--- config.mk ---
export PLATFORM = sky130hd
export DESIGN_NAME = fft_cmul_pipe
export DESIGN_NICKNAME = d
export VERILOG_FILES = /design/src/rtl/fft_cmul_pipe.sv
export SDC_FILE = /design/constraint.sdc
export NUM_CORES = 2
export LEC_CHECK = 0
export ABC_AREA = 1
export BUFFER_PORTS_ARGS = -buffer_cell sky130_fd_sc_hd__clkbuf_2
export CAP_MARGIN = 20
export CORE_ASPECT_RATIO = 1.4
export CORE_UTILIZATION = 40
export CTS_CLUSTER_SIZE = 14
export DETAILED_ROUTE_END_ITERATION = 12
export GPL_TIMING_DRIVEN = 0
export HOLD_SLACK_MARGIN = 0.1
export PLACE_DENSITY = 0.65
export SLEW_MARGIN = 0
export SYNTH_ARGS = -nofsm -noshare
export SYNTH_HDL_FRONTEND = slang
export SYNTH_SLANG_ARGS = --single-unit
--- constraint.sdc ---
create_clock -name clk -period 7.2 [get_ports clk]
set_input_delay 2.16 -clock clk [delete_from_list [all_inputs] [get_ports clk]]
set_output_delay 2.16 -clock clk [all_outputs]
set_load 0.01 [all_outputs]
--- src/rtl/fft_cmul_pipe.sv ---
`default_nettype none
// ============================================================================
// Module      : fft_cmul_pipe
// Description : Four-stage complex fractional multiplier y = a*w or a*conj(w)
//               with valid/ready flow control, rounding and saturation.
// Revision    : 1.0 - initial release
// ============================================================================
module fft_cmul_pipe #(
    parameter int DW    = 16,
    parameter int TW    = 8,
    parameter int TAG_W = 4,
    parameter int ROUND = 1,
    parameter int SAT   = 1
) (
    input  logic             clk,
    input  logic             rst_n,
    input  logic             in_valid,
    output logic             in_ready,
    input  logic             in_conj,
    input  logic [TAG_W-1:0] in_tag,
    input  logic [DW-1:0]    a_re,
    input  logic [DW-1:0]    a_im,
    input  logic [TW-1:0]    w_re,
    input  logic [TW-1:0]    w_im,
    output logic             out_valid,
    input  logic             out_ready,
    output logic [DW-1:0]    y_re,
    output logic [DW-1:0]    y_im,
    output logic [TAG_W-1:0] out_tag,
    output logic             out_sat
);

    localparam int PW = DW + TW + 1;
    localparam int SW = DW + TW + 2;
    localparam logic signed [SW-1:0] RND_C   = (ROUND != 0) ? (SW'(1) << (TW - 2)) : '0;
    localparam logic        [DW-1:0] MAX_C   = {1'b0, {(DW-1){1'b1}}};
    localparam logic        [DW-1:0] MIN_C   = {1'b1, {(DW-1){1'b0}}};

    logic                    adv;
    logic signed [TW:0]      wi_s1_d;
    logic signed [SW-1:0]    re3_d, im3_d;
    logic        [DW:0]      yre_d, yim_d;

    logic                    v1_q, v2_q, v3_q, v4_q;
    logic signed [DW-1:0]    ar1_q, ai1_q;
    logic signed [TW-1:0]    wr1_q;
    logic signed [TW:0]      wi1_q;
    logic signed [PW-1:0]    rr2_q, ii2_q, ri2_q, ir2_q;
    logic signed [SW-1:0]    re3_q, im3_q;
    logic        [TAG_W-1:0] tag1_q, tag2_q, tag3_q, tag4_q;
    logic        [DW-1:0]    yre4_q, yim4_q;
    logic                    sat4_q;

    // Returns {overflow, result}; overflow means the scaled value left DW-bit range.
    function automatic logic [DW:0] scale_f(input logic signed [SW-1:0] v);
        logic signed [SW-1:0] t;
        logic                 ovf;
        logic [DW-1:0]        y;
        t   = (v + RND_C) >>> (TW - 1);
        ovf = (t[SW-1:DW-1] != {(SW-DW+1){t[SW-1]}});
        if (ovf && (SAT != 0)) begin
            y = t[SW-1] ? MIN_C : MAX_C;
        end else begin
            y = t[DW-1:0];
        end
        return {ovf, y};
    endfunction

    assign adv      = ~v4_q | out_ready;
    assign in_ready = adv;

    // Negation in TW+1 bits keeps -(-2^(TW-1)) exact.
    assign wi_s1_d = in_conj ? -{w_im[TW-1], w_im} : {w_im[TW-1], w_im};
    assign re3_d   = SW'(rr2_q) - SW'(ii2_q);
    assign im3_d   = SW'(ri2_q) + SW'(ir2_q);
    assign yre_d   = scale_f(re3_q);
    assign yim_d   = scale_f(im3_q);

    always_ff @(posedge clk or negedge rst_n) begin
        if (!rst_n) begin
            v1_q   <= 1'b0;
            v2_q   <= 1'b0;
            v3_q   <= 1'b0;
            v4_q   <= 1'b0;
            ar1_q  <= '0;
            ai1_q  <= '0;
            wr1_q  <= '0;
            wi1_q  <= '0;
            rr2_q  <= '0;
            ii2_q  <= '0;
            ri2_q  <= '0;
            ir2_q  <= '0;
            re3_q  <= '0;
            im3_q  <= '0;
            tag1_q <= '0;
            tag2_q <= '0;
            tag3_q <= '0;
            tag4_q <= '0;
            yre4_q <= '0;
            yim4_q <= '0;
            sat4_q <= 1'b0;
        end else if (adv) begin
            v1_q <= in_valid;
            v2_q <= v1_q;
            v3_q <= v2_q;
            v4_q <= v3_q;
            if (in_valid) begin
                ar1_q  <= a_re;
                ai1_q  <= a_im;
                wr1_q  <= w_re;
                wi1_q  <= wi_s1_d;
                tag1_q <= in_tag;
            end
            if (v1_q) begin
                rr2_q  <= PW'(ar1_q) * PW'(wr1_q);
                ii2_q  <= PW'(ai1_q) * PW'(wi1_q);
                ri2_q  <= PW'(ar1_q) * PW'(wi1_q);
                ir2_q  <= PW'(ai1_q) * PW'(wr1_q);
                tag2_q <= tag1_q;
            end
            if (v2_q) begin
                re3_q  <= re3_d;
                im3_q  <= im3_d;
                tag3_q <= tag2_q;
            end
            if (v3_q) begin
                yre4_q <= yre_d[DW-1:0];
                yim4_q <= yim_d[DW-1:0];
                sat4_q <= yre_d[DW] | yim_d[DW];
                tag4_q <= tag3_q;
            end
        end
    end

    assign out_valid = v4_q;
    assign y_re      = yre4_q;
    assign y_im      = yim4_q;
    assign out_tag   = tag4_q;
    assign out_sat   = sat4_q;

endmodule
`default_nettype wire

# Word level (Yosys, flattened, before mapping)
# Cells that the tools add are included.
# word_totals
ff_bits,252
latch_bits,0
mem_bits_rw,0
mem_bits_ro,0
mem_count,0
# op_classes
add_sub_neg,5
multipliers,4
n_div,0
order_cmp,0
n_eq_ne,2
n_shift,0
mux,5
bitwise,3
reduce_logical,4
# op_table
operator,count
$mux W16,4
$add A26 B8 Y26 const B,2
$mul A16 B9 Y25,2
$mul A16 B8 Y24,2
$add A25 B24 Y26,1
$sub A24 B25 Y26,1
$mux W9,1
$neg A9 Y9,1
$reduce_and A2 Y1,4
$ne A3 B3 Y1,2
$or A1 B1 Y1,2
$not A1 Y1,1

# Depth between registers and ports, before layout
# depth
depth_word,3
mapped_depth,25
mapped_depth_nobuf,23

# Worst setup path after synthesis
# No wires, ideal clock.
# synth_timing
kind,flip-flop to flip-flop
startpoint,register ar1_q[7]
endpoint,register ri2_q[17]
t_arrival_ps,4985
t_required_ps,7082
setup_slack_ps,2097
path_stages_with_launch,22
path_buffers,2
cell_sequence,dfrtp_1 > clkbuf_1 > clkbuf_1 > nand2_1 > fa_1 > inv_1 > fa_1 > inv_1 > fa_1 > inv_1 > fa_1 > fa_1 > ha_1 > nand3_1 > nand3_1 > a21boi_0 > o21ai_0 > nand2_1 > nand2_1 > or2_2 > nand3_1 > nand2_1
# synth_via
elab_chain_len,1
# synth_rtl
item,line_no,rtl
from (decl),45,"logic signed [DW-1:0] ar1_q, ai1_q;"
from (signal assigned),108,ar1_q <= a_re;
$mul A16 B9 Y25,117,ri2_q <= PW'(ar1_q) * PW'(wi1_q);
to (signal assigned),117,
to (decl),48,"logic signed [PW-1:0] rr2_q, ii2_q, ri2_q, ir2_q;"
# Every way passes these cells.
# A chain may end at the register's enable or synchronous reset.

# Final worst setup path
# layout_timing
startpoint,register wi1_q[8]
endpoint,register ri2_q[24]
# layout_via
elab_chain_len,1
# layout_rtl
item,line_no,rtl
from (decl),47,logic signed [TW:0] wi1_q;
from (signal assigned),111,wi1_q <= wi_s1_d;
$mul A16 B9 Y25,117,
# Every way passes these cells.

==> out/summary.txt <==
Slew headroom: 23.41%
Vias per Instance: 4.977
DP HPWL: 86130 µm
Vias in the first global route: 28.41k
Cells after Synth: 4475
Largest cells by area after synthesis: fa_1 (27%), dfrtp_1 (18%), nand2_1 (15%)
Most area-hungry cell type in the Yosys netlist: fa_1
Slew @ Worst Pin: 1.149 ns
RePlAce Congestion: 1.019
Most used cell, CP: fa_1
CTS root buf: clkbuf_16
1st-iter DRT viols: 1762
Die ar.: 83750 µm²
Total track usage: 25.21%
RSZ-0062 raised after global routing: false
R2R depth: 19
Residual DRC: 0
CTS buffer count: 29
Layout cells sized above 1: 4.453%
Std-Cell Rows: 124
Syn Area/Cell: 7.382 µm²
Remaining antenna violation count after routing: 0
CP Cell Sequence: inv_1, clkbuf_1, clkbuf_1, nor2_1, fa_1, inv_1, fa_1, fa_1, fa_1, inv_1, ha_1, ha_1, a21oi_1, o21ai_0, a21o_1, nor3_1, nand2_1, nand2_1, o21ai_0
Router iterations before antenna repair: 6
CTS Sinks: 240
PostCTS Resize Cnt: 0
Slew Limit Fails: 0
Core Util, Final: 43.89%
Depth of the CTS H-tree: 1
CP Data Arrival Time: 7.19 ns
Die width: 244.9 µm
Hold WS: 0.4731 ns
Synth Area in Simple Gates: 22.42%
Final net count: 5350
XOR/XNOR Fraction of Synth Area: 2.572%
Required @ worst endpoint: 7.69 ns
# placed instances: 5644
Io pins: 96
Routed len/inst: 18.17 µm
Endpoints failing setup: 0
Worst skew pair latency: 0.61 ns
Hold Path Cell Cnt: 2
Synth Area in Adders: 36.19%
Slowest cell on crit path: clkbuf_1
Vias: 28.37k
Critical path's largest stage delay: 0.80 ns
Min-Delay Path Class: reg2reg
Area growth, synth to finish: 8.640%
CTS Hold Bufs: 0
Synth top area share: 26.91%
Core Box Area: 81760 µm²
Largest net degree at the start of global routing: 94
Initial Utilization: 40.40%
CP Max Fanout: 10
Tmin final: 6.703 ns
Fmax: 149.2 MHz
Final WL: 103600 µm
Clk buf depth: 3
Global-route wire length before repair: 160500 µm
Die span in y: 342.0 µm
Yosys reg bits: 240
Post-Syn Nets: 5221
Yosys cell types: 39
Filler cells: 8415
Worst reg-to-reg setup slack: 0.50 ns
Fin cells: 5701
Postcts setup bufs: 0
Largest family of logic cells by synthesized area: adder cells
Fin. Hold Viols: 0
Outcome: finished, final reports clean
Max-cap violations: 0
Mux cell area share after synthesis: 0%
Compound-Gate Fraction of Synth Area: 7.265%
Synthesized area: 33030 µm²
Clock skew: 0.02365 ns
Warnings from Yosys: 0
CP Capture Type: flop
Antenna violations before repair: 5
Seq/Total Area, Yosys: 18.18%
Input/output buffers: 94
TritonCTS clock tree: built
Grt ovf: 0
CP Class: reg2reg
Clock transition at path regs: 0.07 ns
Final period util: 93.10%
CP startpoint kind: flop
[logic make-up after synthesis]
kind of cell / Yosys count
buffers and inverters: 1168
AND/OR/NAND/NOR: 1846
flip-flops: 240
AO/OA/AOI/OAI: 435
adder cells (fa/ha/maj): 689
XOR/XNOR: 97
[through the flow]
stage / cell area [µm²] / TNS (ns) / setup WS [ns]
6_report: 35890 / 0 / 0.4966
2_1_floorplan: 33030 / 0 / 2.097
3_3_place_gp: 34840 / -283.34 / -1.218
5_1_grt: 35880 / 0 / 0.4062
4_1_cts: 35880 / 0 / 0.6613
3_5_place_dp: 34940 / 0 / 0.6915
[cells in the final DEF (no fill, tap or decap), types with 136 or more instances in the layout]
master and instances:
nand2_1 1328, inv_1 984, fa_1 444, nor2_1 260, ha_1 245, dfrtp_1 240, o21ai_0 193, clkbuf_1 166
a21oi_1 152, nand3_1 136
[critical path: cells and delay by family, from the launching register on]
| family | cells | cell delay, ns |
|---|---|---|
| AOI/OAI and AO/OA | 4 | 0.87 |
| buffers and inverters | 5 | 1.71 |
| and+or+nand+nor | 4 | 0.71 |
| adders and majority gates | 6 | 2.62 |
| DFF | 1 | 0.67 |
[layout make-up]
type                            count  area [µm²]  share of cell area, %
Tap cell                         1071        1340                  3.734
Multi-Input combinational cell   3067       22610                  63.00
Clock inverter                     14       116.4                 0.3242
Timing Repair Buffer               98       564.3                  1.572
Inverter                          988        3709                  10.33
Clock buffer                       39       823.3                  2.294
Sequential cell                   240        6006                  16.73
Antenna cell                        4       10.01                0.02789
Buffer                            180       709.4                  1.977
[flip-flops by register name (all words and copies together), names as in the netlist, 20 cells and up]
signal / count
ri2_q: 25
re3_q: 20
ir2_q: 24
im3_q: 20
ii2_q: 25
rr2_q: 24
[layer usage]
metal | track usage (%) | vias to the layer above | routed length (µm)
met5 | 0 | - | 17
met4 | 14.36 | 2 | 6945
met3 | 3.486 | 221 | 6362
met2 | 44.30 | 902 | 50860
met1 | 29.30 | 13630 | 39390
li1 | - | 13620 | -
[synth_stat cells, drive strengths merged]
library cell     n
o211ai           3
nand3b          15
o21a             4
nand2         1333
buf             18
a31oi           19
nor2           267
clkinv           2
xnor2           53
inv            986
or2             21
nor3b            1
dfrtp          240
a21boi          15
clkbuf         162
o31ai            3
and3             4
xor2            44
a21oi          171
ha             245
o21bai          18
nand4           34
nor3            25
nand3          137
nand2b           2
nor4             7
a21o             8
fa             444
o21ai          194
[worst paths after layout]
kind	start	end
setup / recovery	wi1_q[8]$_DFFE_PN0P_	ri2_q[24]$_DFFE_PN0P_
hold / removal	tag2_q[2]$_DFFE_PN0P_	tag2_q[2]$_DFFE_PN0P_
setup reg to reg	wi1_q[8]$_DFFE_PN0P_	ri2_q[24]$_DFFE_PN0P_
hold reg to reg	tag2_q[2]$_DFFE_PN0P_	tag2_q[2]$_DFFE_PN0P_
max in group asynchronous	rst_n	ar1_q[10]$_DFFE_PN0P_
min in group asynchronous	rst_n	y_im[12]$_DFFE_PN0P_
Power is left out: the tool's default activity adds up to more than one toggle a clock period on the data nets, which glitch-free logic cannot reach.
